--- config.mk ---
export PLATFORM = sky130hd
export DESIGN_NAME = msrv32_lsu_bus
export DESIGN_NICKNAME = d
export VERILOG_FILES = /design/src/rtl/msrv32_lsu_bus.sv
export SDC_FILE = /design/constraint.sdc
export NUM_CORES = 1
export LEC_CHECK = 0
export CAP_MARGIN = 10
export CELL_PAD_IN_SITES_DETAIL_PLACEMENT = 1
export CELL_PAD_IN_SITES_GLOBAL_PLACEMENT = 2
export CORE_UTILIZATION = 27
export CTS_CLUSTER_SIZE = 28
export DETAILED_ROUTE_END_ITERATION = 6
export GPL_TIMING_DRIVEN = 0
export PLACE_DENSITY = 0.93
export SLEW_MARGIN = 25
export SYNTH_ARGS = -nofsm -noshare
export SYNTH_HDL_FRONTEND = slang
export SYNTH_SLANG_ARGS = --single-unit
--- constraint.sdc ---
create_clock -name clk_in -period 3.9 [get_ports clk_in]
set_input_delay 0.78 -clock clk_in [delete_from_list [all_inputs] [get_ports clk_in]]
set_output_delay 0.78 -clock clk_in [all_outputs]
set_load 0.005 [all_outputs]
--- src/rtl/msrv32_lsu_bus.sv ---
// Load/store bus master: one word-addressed req/ready transaction per access.
// Formats stores, aligns/extends loads, stalls the core, flags errors and timeouts.
module msrv32_lsu_bus #(
  parameter int TIMEOUT = 16
) (
  input  logic        clk_in,
  input  logic        rst_n_in,
  input  logic        mem_wr_req_in,
  input  logic        load_req_in,
  input  logic        misaligned_load_in,
  input  logic        flush_in,
  input  logic [1:0]  load_size_in,
  input  logic        load_unsigned_in,
  input  logic [31:0] iadder_in,
  input  logic [31:0] rs2_in,
  output logic        dmem_req_out,
  output logic        dmem_we_out,
  output logic [31:0] dmem_addr_out,
  output logic [31:0] dmem_wdata_out,
  output logic [3:0]  dmem_wstrb_out,
  input  logic        dmem_ready_in,
  input  logic [31:0] dmem_rdata_in,
  input  logic        dmem_err_in,
  output logic        lsu_stall_out,
  output logic [31:0] load_data_out,
  output logic        load_valid_out,
  output logic        bus_err_out
);
  localparam int CW = (TIMEOUT > 0) ? $clog2(TIMEOUT + 1) : 1;
  localparam logic [CW-1:0] TO_LAST = CW'(TIMEOUT - 1);

  typedef enum logic {IDLE, BUSY} state_t;

  state_t          state;
  logic [CW-1:0]   cnt;
  logic            discard;
  logic [1:0]      off_q;
  logic [1:0]      size_q;
  logic            uns_q;
  logic            accept;
  logic            timeout_hit;
  logic            drop;
  logic [31:0]     wdata_fmt;
  logic [3:0]      wstrb_fmt;
  logic [31:0]     shifted;
  logic [31:0]     load_ext;

  assign accept        = (state == IDLE) & ~flush_in &
                         (mem_wr_req_in | (load_req_in & ~misaligned_load_in));
  assign lsu_stall_out = accept | (state == BUSY);
  assign timeout_hit   = (TIMEOUT != 0) && (cnt == TO_LAST);
  // A flush in the completing cycle counts as well as an earlier sticky one.
  assign drop          = discard | flush_in;

  always_comb begin
    wdata_fmt = rs2_in;
    wstrb_fmt = 4'b1111;
    case (load_size_in)
      2'b00: begin
        wdata_fmt = {4{rs2_in[7:0]}};
        wstrb_fmt = 4'b0001 << iadder_in[1:0];
      end
      2'b01: begin
        wdata_fmt = {2{rs2_in[15:0]}};
        wstrb_fmt = 4'b0011 << {iadder_in[1], 1'b0};
      end
      default: ;
    endcase
  end

  always_comb begin
    shifted  = dmem_rdata_in >> {off_q, 3'b000};
    load_ext = shifted;
    case (size_q)
      2'b00:   load_ext = uns_q ? {24'b0, shifted[7:0]}  : {{24{shifted[7]}}, shifted[7:0]};
      2'b01:   load_ext = uns_q ? {16'b0, shifted[15:0]} : {{16{shifted[15]}}, shifted[15:0]};
      default: ;
    endcase
  end

  always_ff @(posedge clk_in or negedge rst_n_in) begin
    if (!rst_n_in) begin
      state          <= IDLE;
      cnt            <= '0;
      discard        <= 1'b0;
      off_q          <= 2'b00;
      size_q         <= 2'b00;
      uns_q          <= 1'b0;
      dmem_req_out   <= 1'b0;
      dmem_we_out    <= 1'b0;
      dmem_addr_out  <= '0;
      dmem_wdata_out <= '0;
      dmem_wstrb_out <= '0;
      load_data_out  <= '0;
      load_valid_out <= 1'b0;
      bus_err_out    <= 1'b0;
    end else begin
      load_valid_out <= 1'b0;
      bus_err_out    <= 1'b0;
      case (state)
        IDLE: begin
          if (accept) begin
            state          <= BUSY;
            cnt            <= '0;
            discard        <= 1'b0;
            off_q          <= iadder_in[1:0];
            size_q         <= load_size_in;
            uns_q          <= load_unsigned_in;
            dmem_req_out   <= 1'b1;
            dmem_we_out    <= mem_wr_req_in;
            dmem_addr_out  <= {iadder_in[31:2], 2'b00};
            dmem_wdata_out <= wdata_fmt;
            dmem_wstrb_out <= mem_wr_req_in ? wstrb_fmt : 4'b0000;
          end
        end
        BUSY: begin
          discard <= drop;
          if (dmem_ready_in) begin
            state        <= IDLE;
            dmem_req_out <= 1'b0;
            dmem_we_out  <= 1'b0;
            if (!drop) begin
              if (dmem_err_in) begin
                bus_err_out <= 1'b1;
              end else if (!dmem_we_out) begin
                load_data_out  <= load_ext;
                load_valid_out <= 1'b1;
              end
            end
          end else if (timeout_hit) begin
            state        <= IDLE;
            dmem_req_out <= 1'b0;
            dmem_we_out  <= 1'b0;
            bus_err_out  <= ~drop;
          end else if (cnt != '1) begin
            cnt <= cnt + 1'b1;
          end
        end
        default: state <= IDLE;
      endcase
    end
  end
endmodule

==> impl_metrics.tcl <==
set metrics [dict create \
    grt_max_degree 85 \
    coreArea_um2 19000 \
    slowest_delay_ns 0.50 \
    hold_buffers 0 \
    ff2ff_setup_slack_ns 1.40 \
    num_vias 4892 \
    grt_overflow 0 \
    crit_slowest_cell "clkdlybuf4s50_1" \
    gp_congestion 0.867 \
    reg2reg_to "cnt[3]" \
    ys_seq_elements 114 \
    vias_per_cell 4.62 \
    fin_skew_ns 0.00770 \
    synth_area_per_cell_um2 9.51 \
    instances_no_fill 1058 \
    finalSetupViolations 0 \
    yosys-top-cells-count "184 x nand2_1, 114 x dfrtp_1, 43 x mux2i_1" \
    rsz0062_at_grt "false" \
    port_buffers 209 \
    yosysMostFrequentCell "nand2_1" \
    syn_inst 556 \
    drive_above_1_share_pct 7.14 \
    die_area_um2 20200 \
    clock-sinks 114 \
    synth_warnings 0 \
    post_cts_resize_count 0 \
    worstPathRequired_ns 3.12 \
    worst_slew_pin_slew_ns 0.854 \
    leakage_nw 3.69 \
    post_drt_wl_per_cell_um 17.9 \
    hold_class "input pin to async pin" \
    grt_pass1_vias 5228 \
    die_x_um 142 \
    path_class "input pin to primary output" \
    synth_cell_type_count 43 \
    num_rows 50 \
    yosysTopAreaCell "dfrtp_1" \
    fmax_mhz 280 \
    syn2layout_area_growth_pct 57.2 \
    async_reset_ff_share_pct 100 \
    nets 897 \
    regToRegStartpoint "cnt[0]" \
    cp.arrival_ns 2.79 \
    power_density_nw_per_um2 573 \
    ant_nets 0 \
    drc_errors 0 \
    die_h_um 142 \
    crit_path_end_kind "primary output" \
    fill_cells 2167 \
    dp.cells 1027 \
    cp_max_fo 10 \
    cts_buffer_depth 2 \
    drtIter0Drc 123 \
    clk_pin_slew_ns 0.05 \
    cts_tree "built" \
    dr.pass1.iters 4 \
    slew_violations 0 \
    grt_use_total_pct 19.6 \
    antenna_found_initial 0 \
    post-route-min-period_ns 3.57 \
    routed_wl_um 18900 \
    synth_area_leaders "dfrtp_1 54%, nand2_1 13%, mux2i_1 8.1%" \
    grt_pass1_wl_um 29700 \
    dp_hpwl_um 14000 \
    design.portCount 212 \
    start_util_pct 27.9 \
    synth_area_um2 5290 \
    h-tree-depth 4 \
    crit_top_cell "clkdlybuf4s50_1" \
    run_status "completed" \
    drv_cap 0 \
    ys_seq_area_share_pct 53.9 \
    cts_made_buffers 17 \
    worstSkewPairLatency_ns 0.41 \
    ys.flop_type "dfrtp_1" \
    yosysTopAreaCellShare_pct 53.9 \
    start_kind "input pin" \
    cts_setup_buffers 0 \
    reg2regPathDepth 7 \
    fin_crit_sh_pct 91.5 \
    irDropWorstVdd_v 0.000327 \
    cts_root_buf "clkbuf_16" \
    n_antenna_cell 0 \
    path_cells "clkdlybuf4s50_1, o21ai_1, clkbuf_1, nand2b_1, clkdlybuf4s50_1" \
    hold_slack_ns 0.226 \
    slew_headroom_pct 43.1 \
    synth_edf_count 0 \
    final_hold_viol_count 0 \
]
## layout by cell type (no fill, tap or decap), drive strengths merged, types with 2 or more instances in the layout
cell             n
clkbuf          41
ha               4
conb             2
nor2b            9
clkinvlp         4
mux2             8
dfrtp          114
mux2i           43
o311ai           8
a211oi           7
o2bb2ai          8
o31ai            4
buf             21
clkinv           5
or4b             2
or3b             2
clkdlybuf4s50  208
nand2          184
a21oi           25
nand3           20
nand2b           2
bufinv           2
nor2            24
inv              3
o21ai           35
## metrics by stage
stage / total power [mW] / setup TNS, ns / area [um2] / setup WS, ns / util [%]
after floorplan: 2.25 / 0 / 5290 / 1.49 / -
after global placement: 3.23 / -322.61 / 7710 / -2.84 / 40.7
after detailed placement: 3.29 / 0 / 7740 / 0.272 / 40.8
after CTS: 4.84 / 0 / 8310 / 0.272 / 43.9
after global routing: 5.05 / 0 / 8320 / 0.170 / 43.9
final: 4.77 / 0 / 8320 / 0.331 / 43.9
## area by class of cell
class	count	area [um2]	area share [%]
multi-input cells	400	2220	26.8
clock inverters	10	110	1.32
flip-flops and latches	114	2850	34.3
inverters	4	27.5	0.331
repair buffers	210	2120	25.5
clock buffers	21	460	5.54
plain buffers	39	190	2.29
well taps	260	325	3.91
## worst max-delay path, delay by kind of cell
kind / cells / cell delay [ns]
compound gates: 1 / 0.47
buf+inv: 3 / 1.42
simple gates: 1 / 0.12
## sequential cells by signal, indices dropped and copies added, names as in the netlist, 2 cells and up
register and cells:
cnt 5, dmem_addr_out 30, dmem_wdata_out 32, dmem_wstrb_out 4, load_data_out 32, off_q 2, size_q 2
## power breakdown
| part | switching (mW) | internal, mW |
|---|---|---|
| registers | 0.208 | 1.52 |
| clock network | 0.552 | 0.964 |
| logic | 0.634 | 0.886 |
| total | 1.39 | 3.37 |
## kinds of logic (layout without fill, tap and decap cells)
logic type | count (synthesis) | count (layout) | share of synthesized area (%)
AOI/OAI and AO/OA | 92 | 92 | 11.0
xor gates and xnor gates | 1 | 1 | 0.166
adders and majority gates | 4 | 4 | 0.946
buffers and inverters | 43 | 284 | 4.12
DFF | 114 | 114 | 53.9
muxes | 52 | 52 | 10.3
other | 1 | 2 | 0.0709
and+or+nand+nor | 249 | 249 | 19.5
## how the worst max path moves through the flow
stage / from / end / slack [ns] / depth (start not counted)
after floorplan: flush_in / load_data_out[4] / 1.49 / 6
after global placement: rst_n_in / dmem_addr_out[18] / -2.84 / 1
after detailed placement: mem_wr_req_in / lsu_stall_out / 0.27 / 5
after CTS: mem_wr_req_in / lsu_stall_out / 0.27 / 5
after global routing: load_req_in / lsu_stall_out / 0.17 / 6
final: mem_wr_req_in / lsu_stall_out / 0.33 / 5
## layer usage
metal / vias to the layer above / wire, um / track usage [%]
li1: 2336 / - / -
met1: 2361 / 8190 / 23.9
met2: 175 / 9000 / 32.6
met3: 20 / 1490 / 7.07
met4: 0 / 241 / 5.60
met5: - / 0 / 0
Power figures use the tool's default switching activity.
